**src/rtl/junction_turn_sequencer_pkg.sv**
```systemverilog
// Shared encodings for the junction turn sequencer: tone directions, motor/speed codes, FSM states.
package junction_turn_sequencer_pkg;

  typedef enum logic [2:0] {
    DIR_STRAIGHT = 3'd0,
    DIR_LEFT     = 3'd1,
    DIR_RIGHT    = 3'd2,
    DIR_BACK     = 3'd3,
    DIR_STOP     = 3'd4
  } td_dir_e;

  localparam logic [1:0] MOT_BRAKE = 2'b00;
  localparam logic [1:0] MOT_FWD   = 2'b01;
  localparam logic [1:0] MOT_REV   = 2'b10;

  localparam logic [1:0] SPD_OFF    = 2'd0;
  localparam logic [1:0] SPD_VEER   = 2'd1;
  localparam logic [1:0] SPD_FULL   = 2'd2;
  localparam logic [1:0] SPD_NINETY = 2'd3;

  typedef enum logic [2:0] {
    ST_IDLE,
    ST_STOPPED,
    ST_ROLL,
    ST_TURN,
    ST_EXIT,
    ST_HALT,
    ST_FAULT
  } state_e;

  // Codes 4..7 all mean "stay put"; only 0..3 describe a manoeuvre.
  function automatic logic is_move_dir(input logic [2:0] dir);
    return dir < 3'd4;
  endfunction

endpackage

```
**src/rtl/junction_turn_sequencer_shaft_pulse_counter.sv**
```systemverilog
// Per-wheel encoder front end: 2-flop synchroniser, rising-edge detect and a saturating
// edge counter that can be cleared (loading the same-cycle edge) or frozen.
module shaft_pulse_counter #(
  parameter int CNT_W = 8
) (
  input  logic             clk,
  input  logic             rst_n,
  input  logic             shaft_i,
  input  logic             clr_i,
  input  logic             en_i,
  output logic [CNT_W-1:0] cnt_o
);

  logic [2:0]       sync_q;
  logic             edge_w;
  logic [CNT_W-1:0] cnt_q, cnt_d;

  assign edge_w = sync_q[1] & ~sync_q[2];

  always_comb begin
    cnt_d = cnt_q;
    if (clr_i) begin
      cnt_d = {{(CNT_W-1){1'b0}}, edge_w};
    end else if (en_i && edge_w && (cnt_q != {CNT_W{1'b1}})) begin
      cnt_d = cnt_q + 1'b1;
    end
  end

  always_ff @(posedge clk or negedge rst_n) begin
    if (!rst_n) begin
      sync_q <= '0;
      cnt_q  <= '0;
    end else begin
      sync_q <= {sync_q[1:0], shaft_i};
      cnt_q  <= cnt_d;
    end
  end

  assign cnt_o = cnt_q;

endmodule

```
**src/rtl/junction_turn_sequencer.sv**
```systemverilog
// Junction handling FSM: stop, wait for a tone, roll to centre, turn by shaft counts,
// exit the junction, then hand the motors back to the drive state machine.
module junction_turn_sequencer
  import junction_turn_sequencer_pkg::*;
#(
  parameter int unsigned ROLL_PULSES    = 12,
  parameter int unsigned TURN90_PULSES  = 20,
  parameter int unsigned TURN180_PULSES = 40,
  parameter int unsigned TONE_TO_CYC    = 100_000_000,
  parameter int unsigned STEP_TO_CYC    = 150_000_000,
  parameter int          CNT_W          = 8
) (
  input  logic       clk,
  input  logic       rst_n,
  input  logic       junction_det,
  input  logic       col_clear,
  input  logic       td_valid,
  input  logic [2:0] td_dir,
  input  logic       shaft_l,
  input  logic       shaft_r,
  output logic       seq_active,
  output logic [1:0] mot_l,
  output logic [1:0] mot_r,
  output logic [1:0] spd_sel,
  output logic       seq_done,
  output logic       seq_fault
);

  localparam int unsigned TMR_MAX = (TONE_TO_CYC > STEP_TO_CYC) ? TONE_TO_CYC : STEP_TO_CYC;
  localparam int          TMR_W   = $clog2(TMR_MAX + 1);

  state_e           state_q, state_d;
  td_dir_e          dir_q, dir_d;
  logic [TMR_W-1:0] timer_q, timer_d;
  logic             done_q, done_d;
  logic [CNT_W-1:0] cnt_l, cnt_r;
  logic [CNT_W-1:0] target_w;
  logic             active_w, frozen_w, entry_w, step_met_w, step_to_w, tone_to_w;

  assign active_w = (state_q != ST_IDLE);
  assign frozen_w = active_w && !col_clear;
  assign entry_w  = (state_d != state_q);

  shaft_pulse_counter #(.CNT_W(CNT_W)) u_cnt_l (
    .clk(clk), .rst_n(rst_n), .shaft_i(shaft_l), .clr_i(entry_w), .en_i(!frozen_w), .cnt_o(cnt_l)
  );
  shaft_pulse_counter #(.CNT_W(CNT_W)) u_cnt_r (
    .clk(clk), .rst_n(rst_n), .shaft_i(shaft_r), .clr_i(entry_w), .en_i(!frozen_w), .cnt_o(cnt_r)
  );

  always_comb begin
    target_w = CNT_W'(ROLL_PULSES);
    if (state_q == ST_TURN) begin
      target_w = (dir_q == DIR_BACK) ? CNT_W'(TURN180_PULSES) : CNT_W'(TURN90_PULSES);
    end
  end

  assign step_met_w = (cnt_l >= target_w) && (cnt_r >= target_w);
  assign step_to_w  = (timer_q == TMR_W'(STEP_TO_CYC - 1));
  assign tone_to_w  = (timer_q == TMR_W'(TONE_TO_CYC - 1));

  always_comb begin
    state_d = state_q;
    dir_d   = dir_q;
    done_d  = 1'b0;
    if (!frozen_w) begin
      unique case (state_q)
        ST_IDLE: if (junction_det) state_d = ST_STOPPED;
        ST_STOPPED: begin
          if (td_valid) begin
            if (is_move_dir(td_dir)) begin
              dir_d   = td_dir_e'(td_dir);
              state_d = ST_ROLL;
            end else begin
              state_d = ST_HALT;
            end
          end else if (tone_to_w) begin
            state_d = ST_FAULT;
          end
        end
        ST_ROLL: begin
          if (step_met_w)     state_d = (dir_q == DIR_STRAIGHT) ? ST_EXIT : ST_TURN;
          else if (step_to_w) state_d = ST_FAULT;
        end
        ST_TURN: begin
          if (step_met_w)     state_d = ST_EXIT;
          else if (step_to_w) state_d = ST_FAULT;
        end
        ST_EXIT: begin
          if (!junction_det) begin
            state_d = ST_IDLE;
            done_d  = 1'b1;
          end else if (step_to_w) begin
            state_d = ST_FAULT;
          end
        end
        ST_HALT: begin
          if (td_valid && is_move_dir(td_dir)) begin
            dir_d   = td_dir_e'(td_dir);
            state_d = ST_ROLL;
          end
        end
        default: state_d = ST_FAULT;
      endcase
    end
  end

  // Timer only runs in states that can time out; any state change restarts it.
  always_comb begin
    timer_d = timer_q;
    if (entry_w) begin
      timer_d = '0;
    end else if (!frozen_w && (state_q inside {ST_STOPPED, ST_ROLL, ST_TURN, ST_EXIT})) begin
      timer_d = timer_q + 1'b1;
    end
  end

  always_ff @(posedge clk or negedge rst_n) begin
    if (!rst_n) begin
      state_q <= ST_IDLE;
      dir_q   <= DIR_STRAIGHT;
      timer_q <= '0;
      done_q  <= 1'b0;
    end else begin
      state_q <= state_d;
      dir_q   <= dir_d;
      timer_q <= timer_d;
      done_q  <= done_d;
    end
  end

  always_comb begin
    mot_l   = MOT_BRAKE;
    mot_r   = MOT_BRAKE;
    spd_sel = SPD_OFF;
    if (!frozen_w) begin
      unique case (state_q)
        ST_ROLL, ST_EXIT: begin
          mot_l   = MOT_FWD;
          mot_r   = MOT_FWD;
          spd_sel = SPD_FULL;
        end
        ST_TURN: begin
          mot_l   = (dir_q == DIR_LEFT) ? MOT_REV : MOT_FWD;
          mot_r   = (dir_q == DIR_LEFT) ? MOT_FWD : MOT_REV;
          spd_sel = SPD_NINETY;
        end
        default: ;
      endcase
    end
  end

  assign seq_active = active_w;
  assign seq_done   = done_q;
  assign seq_fault  = (state_q == ST_FAULT);

endmodule

```
**config.mk**
```make
export PLATFORM = sky130hd
export DESIGN_NAME = junction_turn_sequencer
export DESIGN_NICKNAME = d
export VERILOG_FILES = /design/src/rtl/junction_turn_sequencer_pkg.sv /design/src/rtl/junction_turn_sequencer_shaft_pulse_counter.sv /design/src/rtl/junction_turn_sequencer.sv
export SDC_FILE = /design/constraint.sdc
export NUM_CORES = 1
export LEC_CHECK = 0
export CAP_MARGIN = 20
export CORE_ASPECT_RATIO = 1.1
export CORE_MARGIN = 2
export CORE_UTILIZATION = 40
export DETAILED_ROUTE_END_ITERATION = 7
export PLACE_DENSITY = 0.54
export SYNTH_ARGS = -nofsm -noshare
export SYNTH_HDL_FRONTEND = slang
export SYNTH_HIERARCHICAL = 1
export SYNTH_SLANG_ARGS = --single-unit
```
**constraint.sdc**
```tcl
create_clock -name clk -period 4.85 [get_ports clk]
set_input_delay 0.7275 -clock clk [delete_from_list [all_inputs] [get_ports clk]]
set_output_delay 0.7275 -clock clk [all_outputs]
set_load 0.03 [all_outputs]
```
=== Word level (Yosys, flattened, before mapping) ===
Cells that the tools add are included.

* $add $sub $neg: 3
* $mul: 0
* Divide/modulo/power cells: 0
* $lt $le $gt $ge: 3
* Equal/unequal tests: 16
* Shifts and indexed selects: 0
* Multiplexer cells: 35
* Bitwise logic cells: 5
* Reductions and logical operators: 20

{| class="wikitable"
|+ Operators by type and width
! operator !! count
|-
| 28-bit 2-to-1 mux || 2
|-
| 3-bit 2-to-1 mux || 14
|-
| 8-bit 2-to-1 mux || 4
|-
| 28-bit by 1-bit adder with 28-bit output, second input constant || 1
|-
| 28-bit by 27-bit equality test with 1-bit output, second input constant || 1
|-
| 28-bit equality test, second input constant || 1
|-
| 3-bit one-hot mux with 6 select lines || 1
|-
| 8-bit by 1-bit adder with 8-bit output, second input constant || 2
|-
| 8-bit greater-or-equal comparator || 2
|-
| 8-bit != test, second input constant || 2
|-
| 6-bit 2-to-1 mux || 2
|-
| 2-bit one-hot mux with 2 select lines || 3
|-
| 2-bit 2-to-1 mux || 5
|-
| 3-bit by 2-bit equality test with 1-bit output, second input constant || 3
|-
| 3-bit equality test, second input constant || 3
|-
| 1-bit logical AND || 8
|-
| 2-bit nonzero test || 4
|-
| 3-bit by 1-bit equality test with 1-bit output, second input constant || 2
|-
| 3-bit zero test || 2
|-
| 2-bit != test, second input constant || 3
|-
| 3-bit one-hot mux with 2 select lines || 1
|-
| 5-bit AND reduction || 1
|-
| 4-bit nonzero test || 1
|-
| 3-bit less-than comparator, second input constant || 1
|-
| other kinds (7) || 13
|}

* Register bits: 57
* Bits in latches: 0
* Memory bits (writable): 0
* Bits in read-only memories: 0
* Input port bits: 10
* Output and inout bits: 9
* Memories: 0

=== Depth between registers and ports, before layout ===
* Word-level depth: 10
* Depth in mapped cells: 16
* Depth with buffers taken out: 13

=== By module ===
Netlist, hierarchy kept.

{| class="wikitable"
|+ Modules (own cells, without submodules)
! module !! instances !! cells each !! area each (sq um)
|-
| junction_turn_sequencer || 1 || 277 || 2,563.7
|-
| shaft_pulse_counter || 2 || 48 || 553.0
|}

=== Least setup slack after synthesis ===
Ideal clock, no wire load.

* Kind: flip-flop to flip-flop
* From: register state_q[0]
* To: register u_cnt_l.cnt_q[0] (netlist: u_cnt_l/cnt_o[0])
* Arrival time: 3,552 ps
* Setup slack: 1,211 ps
* Stages on the path, launching flop included: 16
* Path buffers: 4
* Cell sequence: dfrtp_1 -> buf_4 -> clkbuf_1 -> inv_1 -> or3_1 -> ha_1 -> nor4bb_1 -> o311ai_0 -> a22oi_1 -> mux2i_1 -> a211oi_2 -> buf_4 -> or3b_1 -> buf_4 -> nand3b_1 -> o211ai_1

* Cells in the longest elaborated chain, start to end: 9
* Elaborated cells between the ends (all ways): 28
* Classes of those cells: 2 x order compare; 6 x eq/ne; 12 x mux; 8 x reduce/logical

{| class="wikitable"
|+ RTL lines
! element !! line !! RTL
|-
| from (decl) || junction_turn_sequencer.sv:32 || <nowiki>state_e state_q, state_d;</nowiki>
|-
| from (signal assigned) || junction_turn_sequencer.sv:125 || <nowiki>state_q <= state_d;</nowiki>
|-
| 3-bit by 2-bit equality test with 1-bit output || junction_turn_sequencer.sv:53, junction_turn_sequencer.sv:67 ||
|-
| 6-bit 2-to-1 mux || junction_turn_sequencer.sv:53 || <nowiki>if (state_q == ST_TURN) begin</nowiki>
|-
| 8-bit greater-or-equal comparator || junction_turn_sequencer.sv:58 || <nowiki>assign step_met_w = (cnt_l >= target_w) && (cnt_r >= target_w);</nowiki>
|-
| 1-bit logical AND || junction_turn_sequencer.sv:58 ||
|-
| 3-bit 2-to-1 mux (on tied branches) || junction_turn_sequencer.sv:86, junction_turn_sequencer.sv:82 ||
|-
| 3-bit one-hot mux with 6 select lines || junction_turn_sequencer.sv:67 || <nowiki>unique case (state_q)</nowiki>
|-
| 3-bit 2-to-1 mux || junction_turn_sequencer.sv:66 || <nowiki>if (!frozen_w) begin</nowiki>
|-
| 3-bit != test * || junction_turn_sequencer.sv:42 || <nowiki>assign entry_w = (state_d != state_q);</nowiki>
|-
| net entry_w || junction_turn_sequencer.sv:38 || <nowiki>logic active_w, frozen_w, entry_w, step_met_w, step_to_w, tone_to_w;</nowiki>
|-
| 8-bit 2-to-1 mux or 2-bit nonzero test (tied branches) || n/a ||
|-
| to (signal assigned) || junction_turn_sequencer_shaft_pulse_counter.sv:35 || <nowiki>cnt_q <= cnt_d;</nowiki>
|-
| to (decl) || junction_turn_sequencer_shaft_pulse_counter.sv:16 || <nowiki>logic [CNT_W-1:0] cnt_q, cnt_d;</nowiki>
|}

The timed path passes the listed nets; every way through them passes the cells marked *.
A chain may end at the register's enable or synchronous reset.

=== Worst setup path in the final report ===
* From: register state_q[0]
* To: register u_cnt_r.cnt_q[0] (netlist: u_cnt_r/cnt_o[0])

* Cells in the longest elaborated chain, start to end: 9
* Elaborated cells between the ends (all ways): 28
* Classes of those cells: 2 x order compare; 6 x eq/ne; 12 x mux; 8 x reduce/logical

{| class="wikitable"
|+ RTL lines
! element !! line
|-
| 3-bit by 2-bit equality test with 1-bit output || junction_turn_sequencer.sv:53, junction_turn_sequencer.sv:67
|-
| 6-bit 2-to-1 mux || junction_turn_sequencer.sv:53
|-
| 8-bit greater-or-equal comparator || junction_turn_sequencer.sv:58
|-
| 1-bit logical AND || junction_turn_sequencer.sv:58
|-
| 3-bit 2-to-1 mux (on tied branches) || junction_turn_sequencer.sv:86, junction_turn_sequencer.sv:82
|-
| 3-bit one-hot mux with 6 select lines || junction_turn_sequencer.sv:67
|-
| 3-bit 2-to-1 mux || junction_turn_sequencer.sv:66
|-
| 3-bit != test * || junction_turn_sequencer.sv:42
|-
| net entry_w || junction_turn_sequencer.sv:38
|-
| 8-bit 2-to-1 mux or 2-bit nonzero test (tied branches) || n/a
|-
| to (signal assigned) || junction_turn_sequencer_shaft_pulse_counter.sv:35
|-
| to (decl) || junction_turn_sequencer_shaft_pulse_counter.sv:16
|}

Marked as above.

==> summary.md <==
| Metric | Value |
|---|---|
| Skew final | 0.00947 ns |
| MaxCap Viol Count | 0 |
| Antenna diode count | 0 |
| FFs w/ async S/R, synth | 100% |
| Cts bufs inserted | 9 |
| DRC Markers | 0 |
| Post-synth EDFFs | 0 |
| Hpwl dp | 5430 um |
| Die H | 104 um |
| Drt total wl | 8160 um |
| Drt first-iter violations | 151 |
| Seq/Total Area, Yosys | 38.9% |
| Share of layout cells above drive strength 1 | 10.5% |
| Fmax | 245 MHz |
| Post-CTS sizing | 0 |
| Worst-Skew Late Latency | 0.34 ns |
| DR pass1 iterations | 4 |
| Post-synth top area share | 38.9% |
| Grt total ovfl | 0 |
| Final hold viol count | 0 |
| Yosys top cell by area | dfrtp_1 |
| Initial Util | 41.4% |
| CTS tree | yes |
| Syn Inst Count | 373 |
| Full die area | 9960 sq um |
| RSZ-0062 raised after global routing | false |
| Kind of critical path | register to register |
| Root buf cell | clkbuf_8 |
| Top_reg_cell synth | dfrtp_1 |
| Ys Warns | 6 |
| Static leakage | 0.00148 uW |
| # fillers | 845 |
| CP required | 5.11 ns |
| Htree depth | 3 |
| PD cells | 385 nW/um^2 |
| Vias/cell | 5.69 |
| Post-Synth Adder-Cell Area | 3.75% |
| Synth cell types | 55 |
| XOR/XNOR share of the synthesized area | 9.31% |
| Status | complete, no violations |
| Clock tree buffer depth | 2 |
| Detail Route Antenna Nets | 0 |
| Synth top cells by count | dfrtp_1, nor2_1, xnor2_1 |
| Tcrit/Tclk final | 84.3% |
| Clock Sinks | 57 |
| CORE AREA | 8870 sq um |
| Largest net degree at the start of global routing | 58 |
| Simple-Gate Fraction of Synth Area | 31.1% |
| Synth Area in Compound Gates | 9.48% |
| Worst path arrival time | 4.35 ns |
| CTS Hold Bufs | 0 |
| Post-synthesis mux area share | 2.52% |
| Post-synth net total | 394 |
| Most frequent cell after synthesis | dfrtp_1 |
| Measured slew at the worst slew-check pin | 0.727 ns |
| X dimension of the die | 95.3 um |
| Post-route core utilization | 46.0% |
| Slew Limit Fails | 0 |
| Crit-path max FO | 18 |
| Max IR drop VDD | 248 uV |
| Final net count | 407 |
| First-pass GRT wire length | 14200 um |
| Worst-path clk slew | 0.07 ns |
| Number of global-route vias before repair | 2799 |
| Initial antenna violation count | 0 |
| Type of the worst min-delay path | register to register |
| I/O pins | 19 |
| Multi-input gate area | 2070 sq um |
| Synth Register Bits | 57 |
| Gpl congestion | 0.902 |
| Post-route minimum period | 4.09 ns |
| Vias | 2874 |
| Synth area leaders | dfrtp_1, xnor2_1, nor4b_1 |
| Total GRT Usage | 18.0% |
| Main combinational cell family by area after synthesis | simple AND/OR/NAND/NOR gates |
| Fin Setup TNS | 0 ns |
| Endpoints failing setup | 0 |
| Rel. slew slack | 51.5% |
| Critical Path End Type | register |
| Setup Buffers After CTS | 0 |
| Num rows | 36 |
| Post-synth design cell area | 3670 sq um |
| Area delta synth->final | 11.1% |
| Mean Syn Cell Area | 9.84 sq um |
| Port Buffer Count | 18 |
| Register Area | 1430 sq um |
| Avg WL per Cell | 16.2 um |
| Startpoint types | register |
[cell type report]
| class | count | share of cell area, % |
|---|---|---|
| clock buffer | 11 | 3.71 |
| sequential | 57 | 35.0 |
| clock inverter | 5 | 0.736 |
| timing repair buffer | 22 | 5.03 |
| inverter | 15 | 1.38 |
| tap | 114 | 3.50 |
| multi-input combinational | 281 | 50.7 |
[registers in the layout (all words and copies together) (netlist names)]
| name | count |
|---|---|
| dir_q | 3 |
| seq_done | 1 |
| state_q | 3 |
| timer_q | 28 |
| u_cnt_l/cnt_o | 8 |
| u_cnt_l/sync_q | 3 |
| u_cnt_r/cnt_o | 8 |
| u_cnt_r/sync_q | 3 |
[metal layers]
layer | track usage (%) | wire length (um) | share of wire, %
met5 | 0 | 0 | 0
met4 | 6.42 | 115 | 1.4
met3 | 3.04 | 249 | 3.1
met2 | 26.4 | 3790 | 46
met1 | 26.4 | 4000 | 49
[path summary, 6_finish.rpt]
kind	start	to	slack, ns	cells past startpoint
hold reg to reg	u_cnt_l/sync_q[0]	u_cnt_l/sync_q[1]	0.35	0
max in group asynchronous	rst_n	dir_q[0]	3.84	2
hold / removal	u_cnt_l/sync_q[0]	u_cnt_l/sync_q[1]	0.35	0
setup reg to reg	state_q[0]	u_cnt_r/cnt_o[0]	0.76	11
min in group asynchronous	rst_n	u_cnt_r/cnt_o[2]	0.53	2
setup / recovery	state_q[0]	u_cnt_r/cnt_o[0]	0.76	11
[critical path: stages (launching register included)]
cell	delay [ns]
dfrtp_1	0.65
inv_1	0.15
or3_1	0.48
ha_1	0.30
nor4bb_1	0.27
o311ai_0	0.18
a22oi_1	0.42
mux2i_1	0.39
a211oi_4	0.11
or3b_1	0.68
nand3b_1	0.27
o211ai_1	0.10
[power by group]
part	switching (uW)	internal, uW	leakage (uW)	total, uW
Combinational	357	193	0.000624	550
Clock	200	210	0.0000911	410
Sequential	87.6	521	0.000769	609
[per-stage QoR]
stage / area, sq um / total power, uW / worst slack (ns) / hold slack, ns / std cells
after floorplan: 3670 / 1040 / 1.21 / 0.331 / 373
after global placement: 3900 / 1170 / 0.935 / 0.332 / 489
after detailed placement: 3900 / 1170 / 0.754 / 0.336 / 489
after CTS: 4080 / 1580 / 0.737 / 0.353 / 505
after global routing: 4080 / 1680 / 0.360 / 0.361 / 505
final: 4080 / 1570 / 0.760 / 0.350 / 505
[layout by cell type, fill, tap and decap left out, types with 3 or more instances in the layout]
cell type and count:
nor3_1 13, or3_1 4, nor4b_1 20, dfrtp_1 57, clkbuf_8 11, nand3b_1 7, nor4_1 10, nand2_1 21
clkdlybuf4s50_1 17, inv_1 14, a21oi_1 4, ha_1 11, mux2i_1 7, nor2b_1 6, clkinv_2 3, nand4b_1 3
and4_1 5, and3_1 3, o21ai_0 5, nor4b_2 8, nand3_1 17, nor2_1 38, a211oi_1 7, buf_4 4
xnor2_1 37, o211ai_1 5, nand4_1 11
[kinds of logic after synthesis]
group	Yosys count
buffers and inverters	35
adders and majority gates	11
AOI/OAI and AO/OA	41
and+or+nand+nor	181
DFF	57
xor gates and xnor gates	39
muxes	9
(Power assumes the default switching activity.)
==> edit 1 (config.mk and constraints unchanged) <==
The output `seq_done` loses its register stage (`done_q` becomes a continuous assignment).
--- a/src/rtl/junction_turn_sequencer.sv
+++ b/src/rtl/junction_turn_sequencer.sv
@@ -120,14 +120,14 @@
       state_q <= ST_IDLE;
       dir_q   <= DIR_STRAIGHT;
       timer_q <= '0;
-      done_q  <= 1'b0;
     end else begin
       state_q <= state_d;
       dir_q   <= dir_d;
       timer_q <= timer_d;
-      done_q  <= done_d;
     end
   end
+
+  assign done_q = done_d;
 
   always_comb begin
     mot_l   = MOT_BRAKE;
Formal check against the unedited RTL: no difference found for any inputs over 10 cycles, from zero or initial values and one cycle with rst_n low; that may be too few to reach the edited logic, so the function may still have changed.
==> edit 1 against the unedited design <==
- setup slack worse by 0.22 ns
- total power down 11%
- maximum frequency down 5.0%
- count of clock-buffer cells in the layout down 5
- sequential power down 6.2%
- sequential cell count down 1
- wire length down 8.7%
- final area down 6.7%
- die area down 6.4%
- non-clock buffer count down 2
- global-route usage down 0.32 points
- synthesized area down 6.6%
- cell count down 2.6%
- critical path type unchanged
==> edit 1: results (changes against the unedited design) <==
| Metric | Value |
|---|---|
| Syn Nets | 386 (was 394) |
| Placed cell count | 484 (was 489) |
| CP top delay family | compound AO/OA/AOI/OAI gates (was simple AND/OR/NAND/NOR gates) |
| Hold WS | 0.358 ns (was 0.350 ns) |
| Reg-to-reg slack, setup | 0.54 ns (was 0.76 ns) |
| Status | finished, final reports clean (unchanged) |
| Routed Wire Length | 7450 um (was 8160 um) |
| Pint | 838 uW (was 924 uW) |
| Critical Path AT | 4.49 ns (was 4.35 ns) |
| Worst-case vdd ir drop | 0.000213 V (was 0.000248 V) |
| Worst setup path end | timer_q[15]$_DFFE_PN0P_ (was u_cnt_r/cnt_o[0]$_DFFE_PN0P_) |
| Post-DP Area | 0.00369 mm2 (was 0.00390 mm2) |
| Worst-Margin Slew | 0.719 ns (was 0.727 ns) |
| Placer Congestion | 0.860 (was 0.902) |
| Cells after synthesis | 365 (was 373) |
| Reg clk slew, reported paths | 0.10 ns (was 0.07 ns) |
| Dpl hpwl | 5290 um (was 5430 um) |
| Non-filler cells, final | 492 (was 505) |
| Worst-Skew Late Latency | 0.31 ns (was 0.34 ns) |
| Iter 0 DRT Violations | 141 (was 151) |
| Vias/cell | 5.40 (was 5.69) |
| Pre-CTS setup slack | 0.510 ns (was 0.754 ns) |
| First-pass GRT wire length | 13300 um (was 14200 um) |
| Fillers | 810 (was 845) |
| Critical Path Fanout Max | 28 (was 18) |
| Most frequent cells after synthesis | nor2_1, dfrtp_1, xnor2_1 (was dfrtp_1, nor2_1, xnor2_1) |
| Final net count | 401 (was 407) |
==> edit 1: changes by cell type after synthesis, moves of 3 or more <==
| cell | change |
|---|---|
| a221oi_1 | +3 |
| buf_4 | -4 |
| and3_1 | +7 |
| nor2_1 | +28 |
| mux2i_1 | -3 |
| nor2b_1 | +3 |
| xnor2_1 | -9 |
| and4_1 | -3 |
| nor4b_1 | -20 |
| nor4b_2 | -6 |
| nor4_1 | -9 |
| a21oi_1 | +3 |
| xor2_1 | +9 |
==> edit 1: cell families after synthesis <==
kind of cell / synth area share
xor+xnor: 0.0997
compound gates: 0.111
fa+ha+maj: 0.0402
mux: 0.0215
simple gates: 0.283
flops: 0.409
buf+inv: 0.0358
==> edit 1: final cells by class <==
| cell class | count | area share |
|---|---|---|
| Clock buffer | 6 | 0.0191 |
| Multi-Input combinational cell | 284 | 0.503 |
| Clock inverter | 2 | 0.0102 |
| Timing Repair Buffer | 20 | 0.0500 |
| Tap cell | 111 | 0.0365 |
| Inverter | 13 | 0.0128 |
| Sequential cell | 56 | 0.368 |
==> edit 1: worst reg2reg max path, delay by kind of cell (launching register included) <==
| family | cells | cell delay [ns] |
|---|---|---|
| buffers and inverters | 2 | 0.59 |
| and+or+nand+nor | 3 | 0.74 |
| adders and majority gates | 1 | 0.34 |
| DFF | 1 | 0.56 |
| AOI/OAI and AO/OA | 5 | 1.97 |
==> edit 1: layer usage <==
layer	vias up	routed length (um)	track usage
li1	1335	-	-
met1	1285	3510	0.235
met2	31	3680	0.299
met3	8	156	0.0269
met4	0	93	0.0505
met5	-	0	0
==> edit 2 (same flow settings) <==
Without the edit above. Set the parameter `TURN180_PULSES` to 32 (it was 40).
--- a/src/rtl/junction_turn_sequencer.sv
+++ b/src/rtl/junction_turn_sequencer.sv
@@ -5,7 +5,7 @@
 #(
   parameter int unsigned ROLL_PULSES    = 12,
   parameter int unsigned TURN90_PULSES  = 20,
-  parameter int unsigned TURN180_PULSES = 40,
+  parameter int unsigned TURN180_PULSES = 32,
   parameter int unsigned TONE_TO_CYC    = 100_000_000,
   parameter int unsigned STEP_TO_CYC    = 150_000_000,
   parameter int          CNT_W          = 8
Behaviour: same outputs for any inputs over 10 cycles, from zero or initial values and one cycle with rst_n low; that may be too few to reach the edited logic, so the function may still have changed.
==> edit 2 against the unedited design <==
- total power up 2.0%
- setup slack worse by 0.13 ns
- synthesized area shrank 6.3%
- first-iteration DRC count fell by 41%
- cell count fell by 0.59%
- wire length is 9.3% lower
- die area is 6.1% lower
- synthesized cell count down 1.9%
- combinational power decreased by 5.1%
- final area is 4.0% lower
- sequential cell count did not move
- largest cell class unchanged
- highest routed layer unchanged
==> edit 2: results (changes against the unedited design) <==
| Metric | Value |
|---|---|
| Most frequent cells after synthesis | nor2_1, dfrtp_1, nand2_1 (was dfrtp_1, nor2_1, xnor2_1) |
| Share of cells above drive strength 1 | 0.0793 (was 0.105) |
| Worst r2r src | state_q[2]$_DFF_PN0_ (was state_q[0]$_DFF_PN0_) |
| #MultiIn Comb | 286 (was 281) |
| Post-Synth Adder-Cell Area | 0.0400 (was 0.0375) |
| Status | finished, final reports clean (unchanged) |
| Iter 0 DRT Violations | 89 (was 151) |
| Multi-input logic area | 0.00191 mm2 (was 0.00207 mm2) |
| Worst-Margin Slew | 0.708 ns (was 0.727 ns) |
| Pint | 989 uW (was 924 uW) |
| Clock network power | 470 uW (was 410 uW) |
| Critical Path Fanout Max | 25 (was 18) |
| End of the worst hold path | u_cnt_r/sync_q[1]$_DFF_PN0_ (was u_cnt_l/sync_q[1]$_DFF_PN0_) |
| Hold WS | 0.347 ns (was 0.350 ns) |
| Worst setup path end | timer_q[13]$_DFFE_PN0P_ (was u_cnt_r/cnt_o[0]$_DFFE_PN0P_) |
| Pre-CTS setup slack | 0.700 ns (was 0.754 ns) |
| Clock-cell share | 0.0531 (was 0.0445) |
| Number of library cell types mapped by synthesis | 56 (was 55) |
| WL per Instance | 14.7 um (was 16.2 um) |
| Gr usage total | 0.175 (was 0.180) |
| Cell Pwr Density | 409 mW/mm2 (was 385 mW/mm2) |
| Bufs w/o clock | 20 (was 22) |
| Clk_buf instances | 14 (was 11) |
| Hold path startpoint | u_cnt_r/sync_q[0]$_DFF_PN0_ (was u_cnt_l/sync_q[0]$_DFF_PN0_) |
| Antenna Cells | 0 (unchanged) |
| Buffering overhead | 0.0486 (was 0.0503) |
| Seq/Total Area, Yosys | 0.415 (was 0.389) |
| HP Class | flip-flop to flip-flop (unchanged) |
| Synth Area in Compound Gates | 0.117 (was 0.0948) |
| Slowest cell on the critical path | dfrtp_1 (was or3b_1) |
| Fraction of area in registers | 0.364 (was 0.350) |
| Non-clock inverter count in the final layout | 12 (was 15) |
| Register-to-Register Path Depth | 13 (was 11) |
| Placer Congestion | 0.796 (was 0.902) |
| CP max stage delay | 0.54 ns (was 0.68 ns) |
| Via count | 2721 (was 2874) |
| Synth top area cells | dfrtp_1, nor2_1, xnor2_1 (was dfrtp_1, xnor2_1, nor4b_1) |
| Flip-flop and latch area | 0.00143 mm2 (unchanged) |
| Placed cell count | 486 (was 489) |
| Pleak | 1.60 nW (was 1.48 nW) |
| Cells after synthesis | 366 (was 373) |
| Reg-to-reg slack, setup | 0.63 ns (was 0.76 ns) |
| Synth Area in XOR/XNOR | 0.0994 (was 0.0931) |
| Final Skew | 0.00812 ns (was 0.00947 ns) |
| Non-filler cells, final | 502 (was 505) |
| Fmax | 237 MHz (was 245 MHz) |
| Critical Path AT | 4.43 ns (was 4.35 ns) |
| First-pass GRT wire length | 13000 um (was 14200 um) |
| Worst-case vdd ir drop | 0.000196 V (was 0.000248 V) |
| Fillers | 830 (was 845) |
| Dpl hpwl | 5150 um (was 5430 um) |
## edit 2: cell count changes in the layout (fill, tap and decap cells not counted), moves of 5 or more
cell / unedited run / this run
and3_1: 3 / 12
mux2i_1: 7 / 2
nand4_1: 11 / 16
nor2_1: 38 / 62
nor3_1: 13 / 7
nor4_1: 10 / 1
nor4b_1: 20 / 0
nor4b_2: 8 / 2
xnor2_1: 37 / 24
xor2_1: 2 / 15
## edit 2: cell families after synthesis
| logic type | count (synthesis) |
|---|---|
| AND/OR/NAND/NOR | 181 |
| adder cells (fa/ha/maj) | 11 |
| flip-flops | 57 |
| multiplexers | 4 |
| buffers and inverters | 23 |
| AO/OA/AOI/OAI | 51 |
| XOR/XNOR | 39 |
## edit 2: routing by layer
layer,track usage,vias up,part of all wire
li1,-,1355,-
met5,0,-,0
met2,0.284,51,0.49
met4,0.0918,0,0.027
met3,0.0313,19,0.029
met1,0.223,1296,0.45
